$ cat config.mk
export PLATFORM = sky130hd
export DESIGN_NAME = ama_riscv_uart_tx_flat
export DESIGN_NICKNAME = d
export VERILOG_FILES = /design/src/rtl/ama_riscv_uart_tx_pkg.sv /design/src/rtl/ama_riscv_uart_tx_if.sv /design/src/rtl/ama_riscv_uart_tx.sv /design/src/flat_wrapper.sv
export SDC_FILE = /design/constraint.sdc
export NUM_CORES = 1
export LEC_CHECK = 0
export BUFFER_PORTS_ARGS = -buffer_cell sky130_fd_sc_hd__buf_2
export CAP_MARGIN = 5
export CORE_MARGIN = 2
export CORE_UTILIZATION = 58
export CTS_CLUSTER_SIZE = 16
export DETAILED_ROUTE_END_ITERATION = 6
export PLACE_DENSITY = 0.78
export REMOVE_ABC_BUFFERS = 1
export SLEW_MARGIN = 20
export SYNTH_ARGS = -nofsm -noshare
export SYNTH_HDL_FRONTEND = slang
export SYNTH_SLANG_ARGS = --single-unit
$ cat constraint.sdc
create_clock -name clk -period 3.14 [get_ports clk]
set_clock_uncertainty 0.2 [all_clocks]
set_input_delay 0.157 -clock clk [delete_from_list [all_inputs] [get_ports clk]]
set_output_delay 0.157 -clock clk [all_outputs]
set_load 0.01 [all_outputs]
$ cat src/rtl/ama_riscv_uart_tx_pkg.sv
// Shared types and constants for the UART transmitter.
// Shifter FSM state encoding, byte width, and the bit-period helper used at elaboration.
package ama_riscv_uart_tx_pkg;

    localparam int UART_DATA_W = 8;

    // One start bit, eight data bits and one stop bit per frame.
    localparam int UART_FRAME_BITS = 10;

    typedef enum logic [1:0] {
        UART_TX_IDLE  = 2'd0,
        UART_TX_START = 2'd1,
        UART_TX_DATA  = 2'd2,
        UART_TX_STOP  = 2'd3
    } uart_tx_state_t;

    function automatic int uart_clocks_per_bit(input int clock_freq, input int baud_rate);
        return clock_freq / baud_rate;
    endfunction

endpackage

$ cat src/rtl/ama_riscv_uart_tx_if.sv
// Valid/ready byte channel from the core's UART_TX store path to the transmitter.
// The master drives data/valid; the slave answers with ready (holding register empty).
interface ama_riscv_uart_tx_if
    import ama_riscv_uart_tx_pkg::*;
#(
    parameter int DATA_W = UART_DATA_W
) ();

    logic [DATA_W-1:0] data;
    logic              valid;
    logic              ready;

    modport master (
        output data,
        output valid,
        input  ready
    );

    modport slave (
        input  data,
        input  valid,
        output ready
    );

endinterface

$ cat src/rtl/ama_riscv_uart_tx.sv
// 8N1 UART transmitter: 1-entry holding register feeding a start/data/stop shifter.
// Frames go out back-to-back while the holding register is refilled; valid while !ready is dropped.
module ama_riscv_uart_tx
    import ama_riscv_uart_tx_pkg::*;
#(
    parameter int CLOCK_FREQ = 100_000_000,
    parameter int BAUD_RATE  = 115_200
) (
    input  logic                 clk,
    input  logic                 rst,
    ama_riscv_uart_tx_if.slave   uart_send_req,
    output logic                 serial_out,
    output logic                 tx_busy
);

    localparam int CLOCKS_PER_BIT = uart_clocks_per_bit(CLOCK_FREQ, BAUD_RATE);
    localparam int CNT_W          = (CLOCKS_PER_BIT < 2) ? 1 : $clog2(CLOCKS_PER_BIT);
    localparam logic [CNT_W-1:0] CNT_MAX = CNT_W'(CLOCKS_PER_BIT - 1);

    generate
        if (CLOCKS_PER_BIT < 2) begin : g_bad_baud
            $error("ama_riscv_uart_tx: CLOCK_FREQ/BAUD_RATE must be at least 2");
        end
    endgenerate

    uart_tx_state_t         state_q, state_d;
    logic [CNT_W-1:0]       cnt_q, cnt_d;
    logic [2:0]             bit_idx_q, bit_idx_d;
    logic [UART_DATA_W-1:0] shift_q, shift_d;
    logic [UART_DATA_W-1:0] hold_q, hold_d;
    logic                   hold_valid_q, hold_valid_d;
    logic                   serial_q, serial_d;

    logic accept;
    logic load;
    logic bit_end;

    // State register
    always_ff @(posedge clk) begin
        if (rst) begin
            state_q      <= UART_TX_IDLE;
            cnt_q        <= '0;
            bit_idx_q    <= '0;
            shift_q      <= '0;
            hold_q       <= '0;
            hold_valid_q <= 1'b0;
            serial_q     <= 1'b1;
        end else begin
            state_q      <= state_d;
            cnt_q        <= cnt_d;
            bit_idx_q    <= bit_idx_d;
            shift_q      <= shift_d;
            hold_q       <= hold_d;
            hold_valid_q <= hold_valid_d;
            serial_q     <= serial_d;
        end
    end

    // ready comes straight from the flop so there is no path from valid back to ready.
    assign uart_send_req.ready = ~hold_valid_q;
    assign accept              = uart_send_req.valid & ~hold_valid_q;
    assign bit_end             = (cnt_q == CNT_MAX);

    // Next-state and datapath
    always_comb begin
        state_d      = state_q;
        cnt_d        = cnt_q;
        bit_idx_d    = bit_idx_q;
        shift_d      = shift_q;
        hold_d       = hold_q;
        hold_valid_d = hold_valid_q;
        load         = 1'b0;

        unique case (state_q)
            UART_TX_IDLE: begin
                cnt_d = '0;
                if (hold_valid_q) begin
                    load    = 1'b1;
                    state_d = UART_TX_START;
                end
            end
            UART_TX_START: begin
                cnt_d = bit_end ? '0 : cnt_q + 1'b1;
                if (bit_end) begin
                    state_d = UART_TX_DATA;
                end
            end
            UART_TX_DATA: begin
                cnt_d = bit_end ? '0 : cnt_q + 1'b1;
                if (bit_end) begin
                    bit_idx_d = bit_idx_q + 3'd1;
                    shift_d   = shift_q >> 1;
                    if (bit_idx_q == 3'd7) begin
                        state_d = UART_TX_STOP;
                    end
                end
            end
            UART_TX_STOP: begin
                cnt_d = bit_end ? '0 : cnt_q + 1'b1;
                if (bit_end) begin
                    // A waiting byte starts its frame straight out of the stop bit.
                    if (hold_valid_q) begin
                        load    = 1'b1;
                        state_d = UART_TX_START;
                    end else begin
                        state_d = UART_TX_IDLE;
                    end
                end
            end
            default: begin
                state_d = UART_TX_IDLE;
                cnt_d   = '0;
            end
        endcase

        if (load) begin
            shift_d      = hold_q;
            bit_idx_d    = '0;
            hold_valid_d = 1'b0;
        end

        // load needs hold_valid, which blocks accept, so the two never collide.
        if (accept) begin
            hold_d       = uart_send_req.data[UART_DATA_W-1:0];
            hold_valid_d = 1'b1;
        end
    end

    // Outputs: the line level is computed from the next state and registered.
    always_comb begin
        serial_d = 1'b1;
        unique case (state_d)
            UART_TX_IDLE:  serial_d = 1'b1;
            UART_TX_START: serial_d = 1'b0;
            UART_TX_DATA:  serial_d = shift_d[0];
            UART_TX_STOP:  serial_d = 1'b1;
            default:       serial_d = 1'b1;
        endcase
        tx_busy = (state_q != UART_TX_IDLE);
    end

    assign serial_out = serial_q;

endmodule

$ cat src/flat_wrapper.sv
// flat-port wrapper written by rule: the top's interface ports become plain ports
module ama_riscv_uart_tx_flat import ama_riscv_uart_tx_pkg::*;
#(
    parameter int CLOCK_FREQ = 100_000_000,
    parameter int BAUD_RATE  = 115_200
)
  (clk, rst, serial_out, tx_busy, uart_send_req_data, uart_send_req_valid, uart_send_req_ready);
  ama_riscv_uart_tx_if uart_send_req_i ();
  input  logic clk;
  input  logic rst;
  output logic serial_out;
  output logic tx_busy;
  input wire logic [$bits(uart_send_req_i.data)-1:0] uart_send_req_data;
  input wire logic [$bits(uart_send_req_i.valid)-1:0] uart_send_req_valid;
  output wire logic [$bits(uart_send_req_i.ready)-1:0] uart_send_req_ready;
  assign uart_send_req_i.data = uart_send_req_data;
  assign uart_send_req_i.valid = uart_send_req_valid;
  assign uart_send_req_ready = uart_send_req_i.ready;
  ama_riscv_uart_tx #(.CLOCK_FREQ(CLOCK_FREQ), .BAUD_RATE(BAUD_RATE)) u_core (.clk(clk), .rst(rst), .uart_send_req(uart_send_req_i), .serial_out(serial_out), .tx_busy(tx_busy));
endmodule
Yosys cells after proc, flatten, opt, wreduce, memory -nomap -nowiden
Index checks and enable logic that the tools add are counted.
{"block": "classes", "eq_ne": 8, "n_bitwise": 2, "n_addsub": 2, "n_reduce_logical": 11, "mux": 18}
{"cell": "2-to-1 mux 8 bit", "n": 3}
{"cell": "case mux 10 bit (2 select lines)", "n": 1}
{"cell": "adder 10 x 1 -> 10 bit (second input constant)", "n": 1}
{"cell": "equality test 10 bit (second input constant)", "n": 1}
{"cell": "2-to-1 mux 10 bit", "n": 1}
{"cell": "2-to-1 mux 2 bit", "n": 5}
{"cell": "equality test 2 bit (second input constant)", "n": 4}
{"cell": "case mux 2 bit (4 select lines)", "n": 1}
{"cell": "nonzero test 2 bit", "n": 4}
{"cell": "2-to-1 mux 1 bit", "n": 5}
{"cell": "equality test 2 x 1 -> 1 bit (second input constant)", "n": 2}
{"cell": "logical NOT 2 bit", "n": 2}
{"cell": "AND reduction 2 bit", "n": 2}
{"cell": "OR reduction 2 bit", "n": 2}
{"cell": "adder 3 x 1 -> 3 bit (second input constant)", "n": 1}
{"cell": "equality test 3 bit (second input constant)", "n": 1}
{"cell": "case mux 1 bit (3 select lines)", "n": 1}
{"cell": "OR reduction 3 bit", "n": 1}
{"cell": "case mux 1 bit (2 select lines)", "n": 1}
{"cell": "AND 1 bit", "n": 1}
{"cell": "inverter 1 bit", "n": 1}
{"block": "totals", "input_bits": 11, "reg_bits": 33, "wordCells": 49, "out_inout_bits": 3}

Longest topological paths before layout
{"block": "depth", "word_depth": 7, "depth_mapped": 9, "mapped_depth_nobuf": 9}

Least setup slack after synthesis
OpenSTA, ideal clock, no wires.
{"block": "synth_path", "kind": "reg2reg", "from": "register u_core.cnt_q[0]", "to": "register u_core.serial_q (netlist: u_core.serial_out)", "path_buffers": 0, "setup_ns": 0.116, "setup_slack_ns": 0.868, "path_stages_with_launch": 9, "arrival_ns": 1.956, "cell_sequence": "dfxtp_1 > ha_1 > and4b_4 > a41oi_1 > o32ai_2 > inv_1 > ha_1 > a21o_1 > a41o_1"}
{"block": "synth_via", "elab_chain_cells": 6, "elab_cells_between_ends": 16}
{"item": "start: declaration", "line_no": "ama_riscv_uart_tx.sv:27", "text": "logic [CNT_W-1:0] cnt_q, cnt_d;"}
{"item": "start signal: assignment", "line_no": "ama_riscv_uart_tx.sv:50", "text": "cnt_q <= cnt_d;"}
{"item": "equality test 10 bit *", "line_no": "ama_riscv_uart_tx.sv:62", "text": "assign bit_end = (cnt_q == CNT_MAX);"}
{"item": "2-to-1 mux 2 bit (on tied branches)", "line_no": "ama_riscv_uart_tx.sv:100, ama_riscv_uart_tx.sv:84, ama_riscv_uart_tx.sv:90"}
{"item": "case mux 2 bit (4 select lines) *", "line_no": "ama_riscv_uart_tx.sv:74", "text": "unique case (state_q)"}
{"item": "net u_core.state_d[0]", "line_no": "ama_riscv_uart_tx.sv:26", "text": "uart_tx_state_t state_q, state_d;"}
{"item": "equality test 2 bit / logical NOT 2 bit (equally long branches)", "line_no": "ama_riscv_uart_tx.sv:132", "text": "unique case (state_d)"}
{"item": "OR reduction 2 bit (no line)"}
{"item": "case mux 1 bit (3 select lines) *", "line_no": "ama_riscv_uart_tx.sv:132"}
{"item": "end signal: assignment", "line_no": "ama_riscv_uart_tx.sv:55", "text": "serial_q <= serial_d;"}
{"item": "end: declaration", "line_no": "ama_riscv_uart_tx.sv:32", "text": "logic serial_q, serial_d;"}
Mark *: on every way through the listed nets, which the timed path passes. The rest lies on a longest branch. The select of a mux whose other input is x is not followed.
A chain may end at the register's enable or synchronous reset.

Worst setup path in the final report
{"block": "layout_path", "from": "register u_core.cnt_q[0]", "to": "register u_core.hold_valid_q"}
{"block": "layout_via", "elab_chain_cells": 4}
{"item": "equality test 10 bit", "line_no": "ama_riscv_uart_tx.sv:62"}
{"item": "2-to-1 mux 1 bit", "line_no": "ama_riscv_uart_tx.sv:100", "text": "if (bit_end) begin"}
{"item": "case mux 1 bit (2 select lines)", "line_no": "ama_riscv_uart_tx.sv:74"}
{"item": "nonzero test 2 bit (no line)"}
{"item": "end signal: assignment", "line_no": "ama_riscv_uart_tx.sv:54", "text": "hold_valid_q <= hold_valid_d;"}
{"item": "end: declaration", "line_no": "ama_riscv_uart_tx.sv:31", "text": "logic hold_valid_q, hold_valid_d;"}
No other way between the ends.

==> results.tsv <==
stage	metric	value	unit
place	routabilityCongestion	0.8738	
synth	yosysWarningCount	0	
sta	fin_crit	2.734	ns
global_route	grt_max_degree	18	
sta	period_share	0.8707	
detailed_routing	routed_wl	4.040	mm
place	dp_hpwl	2.278	mm
critical_path	cp-start-kind	flop	
detailed_routing	via_per_inst	5.939	
layout	diodes	0	
global_route	grt_pass1_vias	1418	
critical_path	crit_chain	ha_1 > and4b_4 > a41oi_2 > nor2_1 > nor3_1 > dlygate4sd3_1	
layout	areaGrowthSynthToFinish	22.63	%
critical_path	crit_family	simple AND/OR/NAND/NOR gates	
critical_path	end_kind	flop	
floorplan	io_pins	14	
synth	syn_avg_cell_area	8.976	µm²
global_route	overflow	0	
critical_path	r2r_cells	6	
critical_path	crit_buf_inv	1	
critical_path	slowest_stage	dlygate4sd3_1	
synth	syn_area	1598	µm²
critical_path	r2r_setup_slack	0.41	ns
layout	nets	233	
synth	ys_seq_area_frac	0.4135	
critical_path	r2r_start	u_core.cnt_q[0]	
sta	tightest_slew	0.6326	ns
power	leakage	0.8353	nW
place	dp_slack	0.6813	ns
sta	maxSlewViolCount	0	
power	power	0.9286	mW
clocking	clk_pin_slew	0.10	ns
min_path	hold_path_depth	1	
layout	instances_no_fill	244	
detailed_routing	dr_total_vias	1449	
sta	fin_ws	0.4061	ns
detailed_routing	ant_nets	0	
critical_path	critical_path_class	flop to flop	
global_route	grt_pass1_wl	6.617	mm
critical_path	startpoint	u_core.cnt_q[0]	
min_path	worstHoldStart	u_core.cnt_q[0]	
floorplan	start_util	0.5948	
sta	relSlewSlack	0.5783	
detailed_routing	drt_pass1_iterations	6	
clocking	tritoncts	yes	
floorplan	die_h	56.49	µm
global_route	grt_use_total	0.2713	
synth	yosysUniqueCellTypes	38	
min_path	min_to	u_core.cnt_q[0]	
detailed_routing	wl_per_cell	16.56	µm
clocking	clk_root_buffer_cell	clkbuf_4	
job	cap_violations	0	
power	power_density	473.9	nW/µm²
critical_path	crit_path_max_fanout	12	
clocking	cts_buffers	5	
global_route	grt_antenna_before_repair	0	
floorplan	core_area	2686	µm²
critical_path	cp.arrival	2.83	ns
critical_path	critPathMaxStageDelay	0.59	ns
synth	ys_seq_elements	33	
sta	fmax	0.3658	GHz
layout	fill_cells	186	
place	io_buffer_count	13	
outcome	outcome	complete, no violations	
floorplan	die_w	56.49	µm
place	placedCellCount	217	
floorplan	std_cell_rows	19	
sta	final-hold-violation-count	0	
critical_path	worstPathRequired	3.23	ns
clocking	clock_latency	0.35	ns
detailed_routing	drt_iter0_markers	67	
layout	drive_gt1_frac	0.1268	
sta	hold_ws	0.2742	ns
sta	setup_violations	0	
clocking	ctsResizeCount	0	
clocking	cts_max_level	2	
critical_path	worstReg2RegEnd	u_core.hold_valid_q	
sta	finalSetupTns	0	ns
floorplan	die-area	3191	µm²
min_path	hp-class	flop to flop	
clocking	clock-sinks	33	
clocking	clock_path_buffers	2	
detailed_routing	post-route-drc-count	0	
sta	rsz0062_at_grt	false	
synth	synth_cells	178	
power	ir_worst_vdd	0.3928	mV
metal layers:
layer / part of all wire / up-vias / routed length, µm / global-route usage
met2: 0.52 / 53 / 2097 / 0.4734
met5: 0 / - / 0 / 0
met3: 0.045 / 15 / 180 / 0.06682
met1: 0.40 / 684 / 1619 / 0.3074
met4: 0.035 / 0 / 143 / 0.1259
li1: - / 697 / - / -
Yosys cell counts:
| library cell | n | area, µm² |
|---|---|---|
| o31a_1 | 1 | 8.760 |
| nor2b_1 | 1 | 6.260 |
| nor4_1 | 2 | 12.51 |
| o31ai_1 | 7 | 52.55 |
| o211ai_1 | 1 | 7.510 |
| and2_1 | 2 | 12.51 |
| nor3_1 | 7 | 35.03 |
| a41oi_1 | 2 | 17.52 |
| mux2i_1 | 8 | 80.08 |
| nand2b_1 | 2 | 12.51 |
| a41o_1 | 1 | 10.01 |
| o221ai_1 | 1 | 8.760 |
| nand4b_1 | 1 | 8.760 |
| nand2_1 | 23 | 86.33 |
| dfxtp_1 | 33 | 660.6 |
| clkbuf_1 | 3 | 11.26 |
| ha_1 | 10 | 125.1 |
| nand3b_1 | 1 | 7.510 |
| nor3_4 | 1 | 16.27 |
| nand3_1 | 4 | 20.02 |
| o41ai_2 | 1 | 16.27 |
| a41oi_2 | 1 | 16.27 |
| xnor2_1 | 6 | 52.55 |
| or3_4 | 1 | 11.26 |
| buf_1 | 1 | 3.750 |
| a21boi_0 | 1 | 7.510 |
| xor2_1 | 3 | 26.28 |
| buf_2 | 2 | 10.01 |
| a21o_1 | 1 | 7.510 |
| inv_1 | 10 | 37.54 |
| nand4_1 | 1 | 6.260 |
| and4b_4 | 1 | 13.76 |
| nor2_1 | 17 | 63.81 |
| and3_1 | 2 | 12.51 |
| a221o_1 | 1 | 10.01 |
| or3_1 | 1 | 6.260 |
| a21oi_1 | 16 | 80.08 |
| o32ai_2 | 1 | 16.27 |
through the flow:
stage / area (µm²) / utilization
CTS: 1959 / 0.7294
global route: 1959 / 0.7294
floorplan: 1573 / -
detailed placement: 1684 / 0.6269
finish: 1959 / 0.7294
global placement: 1684 / 0.6269
worst max path at each step:
stage	endpoint	slack [ns]	cells after the start
2_1_floorplan	u_core.serial_out	0.87	8
3_3_place_gp	u_core.serial_out	0.80	8
3_5_place_dp	u_core.serial_out	0.68	8
4_1_cts	u_core.hold_valid_q	0.62	6
5_1_grt	u_core.hold_valid_q	0.33	6
6_report	u_core.hold_valid_q	0.41	6
state kept, by name, summed over array words and instances, names as in the netlist:
register,count
u_core.serial_out,1
u_core.hold_valid_q,1
u_core.shift_q,8
u_core.cnt_q,10
u_core.state_q,2
u_core.hold_q,8
u_core.bit_idx_q,3
report_power, final:
| group | switching [mW] | leakage (nW) | internal [mW] |
|---|---|---|---|
| Clock | 0.151 | 0.0455 | 0.190 |
| Combinational | 0.0721 | 0.521 | 0.0599 |
| Sequential | 0.0148 | 0.269 | 0.441 |
cell families after synthesis:
group / Yosys count / share of synthesized area
AOI/OAI and AO/OA: 35 / 0.1621
muxes: 8 / 0.05012
DFF: 33 / 0.4135
buffers and inverters: 16 / 0.03915
and+or+nand+nor: 67 / 0.2075
adders and majority gates: 10 / 0.07831
xor gates and xnor gates: 9 / 0.04934
layout by cell type (no fill, tap or decap), types with 2 or more instances in the layout:
master	count
nor2_1	17
nand3_1	4
a41oi_1	2
and2_1	2
o31ai_1	7
xor2_1	3
and3_1	2
nor4_1	2
nand2b_1	2
xnor2_1	6
nand2_1	23
buf_2	13
a21oi_1	16
inv_1	10
ha_1	10
clkbuf_4	5
nor3_1	7
dlygate4sd3_1	19
mux2i_1	8
dfxtp_1	33
layout make-up:
cell class | count | area [µm²] | area share
clock inverter | 1 | 30.03 | 0.01533
inverter | 10 | 37.54 | 0.01916
sequential | 33 | 660.6 | 0.3372
tap | 31 | 38.79 | 0.01980
clock buffer | 7 | 55.05 | 0.02810
timing repair buffer | 33 | 262.8 | 0.1341
multi-input combinational | 129 | 874.6 | 0.4464
repair_timing:
item                                    in CTS  in global routing
hold buffers                                19                  0
setup buffers                                0                  0
endpoints found under the setup margin       0                  0
hold endpoints to repair                    11                  0
Note: power is estimated with default switching activity, not from simulation.
